==> src/rtl/alu_op_sequencer_if.sv <==
// Handshake and bus bundle between the command source, the ALU op
// sequencer and the combinational ALU.
interface alu_op_sequencer_if #(
  parameter int DATA_W = 16,
  parameter int SEL_W  = 3,
  parameter int CNT_W  = 3
);
  logic              cmd_valid;
  logic              cmd_ready;
  logic [SEL_W-1:0]  cmd_sel;
  logic [DATA_W-1:0] cmd_src1;
  logic [DATA_W-1:0] cmd_src2;
  logic              alu_en;
  logic [SEL_W-1:0]  alu_select;
  logic [DATA_W-1:0] alu_src1;
  logic [DATA_W-1:0] alu_src2;
  logic [DATA_W-1:0] alu_ans;
  logic              res_valid;
  logic              res_ready;
  logic [DATA_W-1:0] res_data;
  logic [SEL_W-1:0]  res_sel;
  logic [CNT_W-1:0]  fifo_count;
  logic              busy;

  // Sequencer side
  modport slave (
    input  cmd_valid, cmd_sel, cmd_src1, cmd_src2, alu_ans, res_ready,
    output cmd_ready, alu_en, alu_select, alu_src1, alu_src2,
           res_valid, res_data, res_sel, fifo_count, busy
  );

  // Command source / result consumer / ALU side
  modport master (
    output cmd_valid, cmd_sel, cmd_src1, cmd_src2, alu_ans, res_ready,
    input  cmd_ready, alu_en, alu_select, alu_src1, alu_src2,
           res_valid, res_data, res_sel, fifo_count, busy
  );
endinterface

==> src/rtl/alu_op_sequencer.sv <==
// ALU op sequencer: queues commands in a small FIFO, issues them one at a
// time to a combinational ALU and returns each answer on a valid/ready
// result channel, in command order.
//
// state | meaning
// IDLE  | nothing in flight, waiting for a queued command
// ISSUE | alu_en high, operands on the ALU, answer captured at closing edge
// HOLD  | result presented, waiting for res_ready
module alu_op_sequencer #(
  parameter int DATA_W = 16,
  parameter int SEL_W  = 3,
  parameter int DEPTH  = 4,
  parameter int CNT_W  = 3
) (
  input  logic               clk_i,
  input  logic               rst_i,
  alu_op_sequencer_if.slave  bus_io
);

  localparam int PTR_W = CNT_W - 1;

  typedef enum logic [1:0] {S_IDLE, S_ISSUE, S_HOLD} state_t;

  state_t              state_q, state_d;
  logic [CNT_W-1:0]    count_q, count_d;
  logic [PTR_W-1:0]    wr_ptr_q, rd_ptr_q;
  logic [SEL_W-1:0]    mem_sel_q  [DEPTH];
  logic [DATA_W-1:0]   mem_src1_q [DEPTH];
  logic [DATA_W-1:0]   mem_src2_q [DEPTH];
  logic [SEL_W-1:0]    alu_select_q;
  logic [DATA_W-1:0]   alu_src1_q, alu_src2_q;
  logic                res_valid_q;
  logic [DATA_W-1:0]   res_data_q;
  logic [SEL_W-1:0]    res_sel_q;
  logic                cmd_ready;
  logic                push, pop;

  // No pass-through when full: readiness looks only at the stored count.
  assign cmd_ready = (count_q != CNT_W'(DEPTH));
  assign push      = bus_io.cmd_valid & cmd_ready;

  // Next-state and pop decision
  always_comb begin
    state_d = state_q;
    pop     = 1'b0;
    case (state_q)
      S_IDLE: begin
        if (count_q != '0) begin
          pop     = 1'b1;
          state_d = S_ISSUE;
        end
      end
      S_ISSUE: state_d = S_HOLD;
      S_HOLD: begin
        if (bus_io.res_ready) begin
          if (count_q != '0) begin
            pop     = 1'b1;
            state_d = S_ISSUE;
          end else begin
            state_d = S_IDLE;
          end
        end
      end
      default: state_d = S_IDLE;
    endcase
  end

  // Occupancy update; simultaneous push and pop cancel out
  always_comb begin
    count_d = count_q;
    case ({push, pop})
      2'b10:   count_d = count_q + CNT_W'(1);
      2'b01:   count_d = count_q - CNT_W'(1);
      default: count_d = count_q;
    endcase
  end

  // FIFO storage, written on accepted commands only
  always_ff @(posedge clk_i) begin
    if (!rst_i && push) begin
      mem_sel_q[wr_ptr_q]  <= bus_io.cmd_sel;
      mem_src1_q[wr_ptr_q] <= bus_io.cmd_src1;
      mem_src2_q[wr_ptr_q] <= bus_io.cmd_src2;
    end
  end

  // Control state, pointers, ALU operand and result registers
  always_ff @(posedge clk_i) begin
    if (rst_i) begin
      state_q      <= S_IDLE;
      count_q      <= '0;
      wr_ptr_q     <= '0;
      rd_ptr_q     <= '0;
      alu_select_q <= '0;
      alu_src1_q   <= '0;
      alu_src2_q   <= '0;
      res_valid_q  <= 1'b0;
      res_data_q   <= '0;
      res_sel_q    <= '0;
    end else begin
      state_q <= state_d;
      count_q <= count_d;
      if (push) wr_ptr_q <= wr_ptr_q + PTR_W'(1);
      if (pop) begin
        rd_ptr_q     <= rd_ptr_q + PTR_W'(1);
        alu_select_q <= mem_sel_q[rd_ptr_q];
        alu_src1_q   <= mem_src1_q[rd_ptr_q];
        alu_src2_q   <= mem_src2_q[rd_ptr_q];
      end
      if (state_q == S_ISSUE) begin
        res_valid_q <= 1'b1;
        res_data_q  <= bus_io.alu_ans;
        res_sel_q   <= alu_select_q;
      end else if (state_q == S_HOLD && bus_io.res_ready) begin
        res_valid_q <= 1'b0;
      end
    end
  end

  assign bus_io.cmd_ready  = cmd_ready;
  assign bus_io.alu_en     = (state_q == S_ISSUE);
  assign bus_io.alu_select = alu_select_q;
  assign bus_io.alu_src1   = alu_src1_q;
  assign bus_io.alu_src2   = alu_src2_q;
  assign bus_io.res_valid  = res_valid_q;
  assign bus_io.res_data   = res_data_q;
  assign bus_io.res_sel    = res_sel_q;
  assign bus_io.fifo_count = count_q;
  assign bus_io.busy       = (state_q != S_IDLE) || (count_q != '0);

endmodule

==> src/flat_wrapper.sv <==
// flat-port wrapper written by rule: the top's interface ports become plain ports
module alu_op_sequencer_flat 
#(
  parameter int DATA_W = 16,
  parameter int SEL_W  = 3,
  parameter int DEPTH  = 4,
  parameter int CNT_W  = 3
)
  (clk_i, rst_i, bus_io_cmd_valid, bus_io_cmd_sel, bus_io_cmd_src1, bus_io_cmd_src2, bus_io_alu_ans, bus_io_res_ready, bus_io_cmd_ready, bus_io_alu_en, bus_io_alu_select, bus_io_alu_src1, bus_io_alu_src2, bus_io_res_valid, bus_io_res_data, bus_io_res_sel, bus_io_fifo_count, bus_io_busy);
  alu_op_sequencer_if #(.DATA_W(DATA_W), .SEL_W(SEL_W), .CNT_W(CNT_W)) bus_io_i ();
  input  logic clk_i;
  input  logic rst_i;
  input wire logic [$bits(bus_io_i.cmd_valid)-1:0] bus_io_cmd_valid;
  input wire logic [$bits(bus_io_i.cmd_sel)-1:0] bus_io_cmd_sel;
  input wire logic [$bits(bus_io_i.cmd_src1)-1:0] bus_io_cmd_src1;
  input wire logic [$bits(bus_io_i.cmd_src2)-1:0] bus_io_cmd_src2;
  input wire logic [$bits(bus_io_i.alu_ans)-1:0] bus_io_alu_ans;
  input wire logic [$bits(bus_io_i.res_ready)-1:0] bus_io_res_ready;
  output wire logic [$bits(bus_io_i.cmd_ready)-1:0] bus_io_cmd_ready;
  output wire logic [$bits(bus_io_i.alu_en)-1:0] bus_io_alu_en;
  output wire logic [$bits(bus_io_i.alu_select)-1:0] bus_io_alu_select;
  output wire logic [$bits(bus_io_i.alu_src1)-1:0] bus_io_alu_src1;
  output wire logic [$bits(bus_io_i.alu_src2)-1:0] bus_io_alu_src2;
  output wire logic [$bits(bus_io_i.res_valid)-1:0] bus_io_res_valid;
  output wire logic [$bits(bus_io_i.res_data)-1:0] bus_io_res_data;
  output wire logic [$bits(bus_io_i.res_sel)-1:0] bus_io_res_sel;
  output wire logic [$bits(bus_io_i.fifo_count)-1:0] bus_io_fifo_count;
  output wire logic [$bits(bus_io_i.busy)-1:0] bus_io_busy;
  assign bus_io_i.cmd_valid = bus_io_cmd_valid;
  assign bus_io_i.cmd_sel = bus_io_cmd_sel;
  assign bus_io_i.cmd_src1 = bus_io_cmd_src1;
  assign bus_io_i.cmd_src2 = bus_io_cmd_src2;
  assign bus_io_i.alu_ans = bus_io_alu_ans;
  assign bus_io_i.res_ready = bus_io_res_ready;
  assign bus_io_cmd_ready = bus_io_i.cmd_ready;
  assign bus_io_alu_en = bus_io_i.alu_en;
  assign bus_io_alu_select = bus_io_i.alu_select;
  assign bus_io_alu_src1 = bus_io_i.alu_src1;
  assign bus_io_alu_src2 = bus_io_i.alu_src2;
  assign bus_io_res_valid = bus_io_i.res_valid;
  assign bus_io_res_data = bus_io_i.res_data;
  assign bus_io_res_sel = bus_io_i.res_sel;
  assign bus_io_fifo_count = bus_io_i.fifo_count;
  assign bus_io_busy = bus_io_i.busy;
  alu_op_sequencer #(.DATA_W(DATA_W), .SEL_W(SEL_W), .DEPTH(DEPTH), .CNT_W(CNT_W)) u_core (.clk_i(clk_i), .rst_i(rst_i), .bus_io(bus_io_i));
endmodule
==> config.mk <==
export PLATFORM = sky130hd
export DESIGN_NAME = alu_op_sequencer_flat
export DESIGN_NICKNAME = d
export VERILOG_FILES = /design/src/rtl/alu_op_sequencer_if.sv /design/src/rtl/alu_op_sequencer.sv /design/src/flat_wrapper.sv
export SDC_FILE = /design/constraint.sdc
export NUM_CORES = 1
export LEC_CHECK = 0
export ABC_CLOCK_PERIOD_IN_PS = 3200
export CORE_MARGIN = 3
export CORE_UTILIZATION = 42
export DETAILED_ROUTE_END_ITERATION = 10
export HOLD_SLACK_MARGIN = 0.05
export PLACE_DENSITY = 0.74
export RECOVER_POWER = 50
export SLEW_MARGIN = 20
export SYNTH_ARGS = -nofsm -noshare
export SYNTH_HDL_FRONTEND = slang
export SYNTH_SLANG_ARGS = --single-unit
==> constraint.sdc <==
create_clock -name clk_i -period 3.2 [get_ports clk_i]
set_input_delay 0.32 -clock clk_i [delete_from_list [all_inputs] [get_ports clk_i]]
set_output_delay 0.32 -clock clk_i [all_outputs]
set_load 0.02 [all_outputs]
* Yosys cells after proc, flatten, opt, wreduce, memory -nomap -nowiden *
Memories as Yosys holds them, arrays and structs flattened. A register that Yosys moved wholly into a read port is not among the register bits.
Cells that the tools add are included.

storage, ports and cells
  register bits after elaboration = 29
  bits in latches = 0
  bits in writable memories = 140
  memory bits (read-only) = 0
  bits of input ports = 55
  output and inout bits = 61
  word-level logic and storage cells = 44
  memories = 3

memories
  name               words  bits a word  read ports  clocked after Yosys merged registers in  write ports  line                    source
  u_core.mem_src1_q  4      16           1           1                                        1            alu_op_sequencer.sv:28  logic [DATA_W-1:0] mem_src1_q [DEPTH];
  u_core.mem_src2_q  4      16           1           1                                        1            alu_op_sequencer.sv:29  logic [DATA_W-1:0] mem_src2_q [DEPTH];
  u_core.mem_sel_q   4      3            1           1                                        1            alu_op_sequencer.sv:27  logic [SEL_W-1:0] mem_sel_q [DEPTH];

operators by class
  $add $sub $neg = 4
  multipliers = 0
  div/mod/pow operators = 0
  order comparisons = 0
  equality and inequality tests = 7
  shift operators = 0
  muxes and demuxes = 12
  bitwise operators = 1
  reductions and logical operators = 10

operator list
  cell                                                                     number
  1-bit 2-to-1 mux                                                         7
  2-bit case mux with 3 select lines                                       1
  3-bit case mux with 2 select lines                                       1
  2-bit nonzero test                                                       3
  2-bit by 1-bit adder with 2-bit output, second input constant            2
  2-bit by 1-bit equality test with 1-bit output, second input constant    2
  2-bit equality test, second input constant                               2
  2-bit 2-to-1 mux                                                         2
  3-bit by 1-bit adder with 3-bit output, second input constant            1
  3-bit inequality test, second input constant                             1
  3-bit nonzero test                                                       1
  3-bit by 1-bit subtractor with 3-bit output, second input constant       1
  1-bit logical AND                                                        2
  2-bit zero test                                                          1
  2-bit by 1-bit inequality test with 1-bit output, second input constant  1
  2-bit inequality test, second input constant                             1
  1-bit case mux with 2 select lines                                       1
  2-bit AND reduction                                                      1
  1-bit bitwise AND                                                        1
  1-bit zero test                                                          1
  1-bit logical OR                                                         1

* Logic depth before layout (Yosys ltp) *
  word-level depth = 6
  gate-level depth with buffers = 9
  gate-level depth less buffers = 9

* Worst setup path after synthesis *
Ideal clock, no wire load.

  path type = reg2reg
  start = register u_core.count_q[0], in the netlist u_core.bus_io.fifo_count[0]
  end = register u_core.count_q[2], in the netlist u_core.bus_io.fifo_count[2]
  library setup time = 0.070 ns
  arrival = 2.341 ns
  data required time = 3.130 ns
  slack = 0.788 ns
  cell stages (with the launch flop) = 10
  buffers on the path = 1
  clock period less this slack = 2.412 ns
  cells stage by stage = dfxtp_1 nor3_4 nor3_4 buf_2 ha_1 inv_1 fa_1 xor2_1 or3_1 a21oi_1

on the way
  longest elaborated chain between the ends = 6
  elaborated cells between the ends (all ways) = 12
  those cells by class = add/sub: 2; eq/ne: 3; mux: 4; bitwise: 1; reduce/logical: 2

ends and longest elaborated chain
  what                                                                                   line                                            source
  start: declaration                                                                     alu_op_sequencer.sv:25                          logic [CNT_W-1:0] count_q, count_d;
  start signal: assignment                                                               alu_op_sequencer.sv:102                         count_q <= count_d;
  3-bit nonzero test                                                                     alu_op_sequencer.sv:48, alu_op_sequencer.sv:56
  1-bit 2-to-1 mux                                                                       alu_op_sequencer.sv:48, alu_op_sequencer.sv:56
  1-bit 2-to-1 mux                                                                       alu_op_sequencer.sv:55                          if (bus_io.res_ready) begin
  1-bit case mux with 2 select lines                                                     alu_op_sequencer.sv:46                          case (state_q)
  2-bit by 1-bit equality test with 1-bit output or 2-bit equality test (tied branches)  alu_op_sequencer.sv:71                          case ({push, pop})
  3-bit case mux with 2 select lines or 2-bit nonzero test (tied branches)               n/a

Parallel ways exist; a longest one is shown, timed or not.
A chain may end at the register's enable or synchronous reset.

==> results.py <==
metrics = {
    "cells_and_area": {
        "syn_to_final_growth_pct": 28.0,
        "instances_no_fill": 813,
        "nets": 633,
        "final_util": 0.555,
        "multiInputGateArea_um2": 1920,
        "seq_area_um2": 5490,
        "fillerInstances": 1371,
        "drive_gt1_frac": 0.146,
        "n_antenna_cell": 0,
    },
    "cts": {
        "cts_resized": 0,
        "clockBufferDepth": 3,
        "cts_hold_buffers": 0,
        "cts_tree": "yes",
        "postCtsSetupBuffers": 0,
        "cts-root-buf": "clkbuf_16",
        "numCtsBuffers": 22,
        "cts.sinks": 204,
        "cts_max_level": 1,
        "clk_pin_slew_ns": 0.06,
        "insertion_delay_ns": 0.50,
    },
    "placed_design": {
        "dp_slack_ns": 0.625,
        "dpl.hpwl_mm": 9.32,
        "place_congestion": 0.730,
        "dp_cells": 773,
        "port_buffers": 115,
    },
    "timing": {
        "relSlewSlack": -0.327,
        "skew_ns": 0.0184,
        "finalSetupViolCount": 0,
        "period_share": 0.814,
        "hold_viol": 0,
        "tns_ns": 0,
        "rsz0062_at_grt": "no",
        "timing.final.max_slew_violations": 62,
        "worstMarginPinSlew_ns": 1.99,
        "fin_crit_ns": 2.60,
        "fin_ws_ns": 0.597,
        "fmax_mhz": 384,
    },
    "detailed_routing": {
        "ant_nets": 0,
        "wl_mm": 15.1,
        "first_pass_iters": 4,
        "drt_iter0_markers": 274,
        "highest_layer": "met5",
        "drc": 0,
        "routed-wl-met2_mm": 7.44,
        "avgRoutedWirePerCell_um": 18.5,
        "met1_length_mm": 6.44,
        "wl_met3_um": 838,
        "vias": 4224,
        "via_per_inst": 5.20,
    },
    "worst_setup_path": {
        "cp.arrival_ns": 2.97,
        "reg2reg_to": "u_core.bus_io.alu_src1[9]$_SDFFE_PP0N_",
        "worstSetupEndpointType": "flop",
        "cp_max_fo": 24,
        "startpoint": "u_core.rd_ptr_q[0]$_SDFFE_PP0N_",
        "ff2ff_setup_slack_ns": 0.60,
        "crit_path_start_kind": "flop",
        "r2r-start": "u_core.rd_ptr_q[0]$_SDFFE_PP0N_",
        "r2r_cells": 3,
        "critPathRequiredTime_ns": 3.57,
        "setup.worst_path.class": "flop to flop",
    },
    "run": {
        "maxCapViolations": 2,
    },
    "yosys": {
        "async_reset_ff_frac": 0,
        "syn-num-nets": 509,
        "ys_ff_latch": 204,
        "ys_types": 31,
        "synth-xor-area-share": 0.00231,
        "synth_top_family_by_area": "multiplexers",
        "syn_area_per_cell_um2": 16.9,
        "syn_inst": 448,
        "synthesis.area_um2": 7580,
        "yosys.area_share.simple": 0.0729,
        "synthTopCellsByArea": "edfxtp_1 (55%), dfxtp_1 (17%), mux4_2 (10%)",
        "muxShareOfSynthArea": 0.105,
        "synthAdderAreaFrac": 0.0109,
        "synth_warnings": 0,
        "synth_compound_area_frac": 0.0606,
        "synth_top_area_frac": 0.555,
        "synth_area_leader_cell": "edfxtp_1",
        "yosysSeqAreaShare": 0.724,
        "synth_ff_type": "edfxtp_1",
        "synth_edf_count": 140,
    },
    "floorplanning": {
        "rows": 48,
        "fp.dieH_um": 140,
        "dieWidth_um": 140,
        "initial_utilization": 0.434,
        "num_io_pins": 116,
        "die_area_um2": 19700,
        "coreArea_um2": 17500,
    },
    "grt": {
        "grt_util_all_layers": 0.155,
        "grt_pass1_wl_mm": 24.5,
        "grt_pass1_vias": 4578,
        "grt_max_degree": 66,
        "overflow": 0,
        "antenna_found_initial": 1,
    },
    "status": {
        "violations": "capacitance limit, slew limit",
        "outcome": "finished with violations",
    },
    "min_path": {
        "hold_start": "bus_io_alu_ans[0]",
        "hold_path_depth": 3,
        "hold_end": "u_core.bus_io.res_data[0]$_SDFFE_PP0P_",
        "min_path_type": "primary input to flop",
    },
    "pwr": {
        "p_leak_nw": 3.25,
        "vdd_drop_max_v": 0.000582,
        "power_density_nw_per_um2": 842,
        "power_mw": 8.17,
    },
}
==> worst max-delay path, cell delays in order, from the launching register on <==
cell       delay [ns]
dfxtp_1          1.38
buf_4            0.43
mux4_2           0.53
o2bb2ai_1        0.14
==> placed cells by master (no fill, tap or decap), drive strengths merged, types with 3 or more instances in the layout <==
cell type / instances
buf: 10
o21ai: 3
nand2b: 37
dlygate4sd3: 72
clkdlybuf4s50: 42
clkinv: 8
nand2: 41
edfxtp: 140
o2bb2ai: 35
dfxtp: 64
mux4: 35
a21oi: 26
and2: 4
ha: 5
inv: 8
nor2: 5
clkbuf: 30
nor3: 4
==> kinds of logic after synthesis <==
logic type | Yosys count
adder cells (fa/ha/maj) | 6
buffers and inverters | 34
multiplexers | 36
flip-flops | 204
AO/OA/AOI/OAI | 65
AND/OR/NAND/NOR | 101
XOR/XNOR | 2
==> report_power, final <==
part	internal, mW	switching (mW)	total, mW	leakage (nW)
combinational	1.03	1.17	2.20	1.11
sequential	3.20	0.306	3.50	1.80
clock	1.47	0.985	2.46	0.344
total	5.70	2.46	8.17	3.25
==> metal layers <==
layer  up-vias  GRT usage
met3        29     0.0314
met2       104      0.262
met1      2123      0.207
li1       1966          -
met5         -          0
met4         2     0.0377
==> stage by stage <==
step	instance area (µm²)	hold slack (ns)
after floorplan	7580	0.419
after global placement	8990	0.443
after detailed placement	8990	0.448
after CTS	9710	0.355
after global routing	9700	0.375
final	9700	0.376
==> cell usage after synthesis (2+ instances only) <==
| library cell | count |
|---|---|
| edfxtp_1 | 140 |
| dfxtp_1 | 64 |
| nand2_1 | 41 |
| nand2b_1 | 37 |
| mux4_2 | 35 |
| o2bb2ai_1 | 35 |
| a21oi_1 | 26 |
| clkbuf_1 | 11 |
| inv_1 | 8 |
| buf_2 | 6 |
| buf_6 | 6 |
| ha_1 | 5 |
| nor2_1 | 5 |
| and2_1 | 4 |
| o21ai_0 | 3 |
| buf_1 | 2 |
| nand3_1 | 2 |
| nor2b_1 | 2 |
| nor3_1 | 2 |
| nor3_4 | 2 |
| xor2_1 | 2 |
==> state kept, by name (all words and copies together), names as in the netlist <==
signal,cells
u_core.state_q,2
u_core.mem_src2_q,64
u_core.bus_io.alu_src1,16
u_core.bus_io.alu_src2,16
u_core.mem_sel_q,12
u_core.bus_io.res_data,16
u_core.bus_io.fifo_count,3
u_core.bus_io.res_valid,1
u_core.mem_src1_q,64
u_core.bus_io.alu_select,3
u_core.wr_ptr_q,2
u_core.rd_ptr_q,2
u_core.bus_io.res_sel,3
==> cell type report <==
type | instances | share of cell area
Clock buffer | 28 | 0.0611
Clock inverter | 12 | 0.0125
Inverter | 8 | 0.00310
Multi-Input combinational cell | 210 | 0.198
Sequential cell | 204 | 0.566
Tap cell | 225 | 0.0290
Timing Repair Buffer | 126 | 0.131
==> worst max-delay path by stage <==
stage                                               endpoint  cells past startpoint
finish                u_core.bus_io.alu_src1[9]$_SDFFE_PP0N_                      3
CTS                 u_core.bus_io.fifo_count[2]$_SDFFE_PP0P_                      9
floorplan           u_core.bus_io.fifo_count[2]$_SDFFE_PP0P_                      9
global placement    u_core.bus_io.fifo_count[2]$_SDFFE_PP0P_                      9
global route          u_core.bus_io.alu_src1[9]$_SDFFE_PP0N_                      3
detailed placement  u_core.bus_io.fifo_count[2]$_SDFFE_PP0P_                      9
Power figures use the tool's default switching activity.
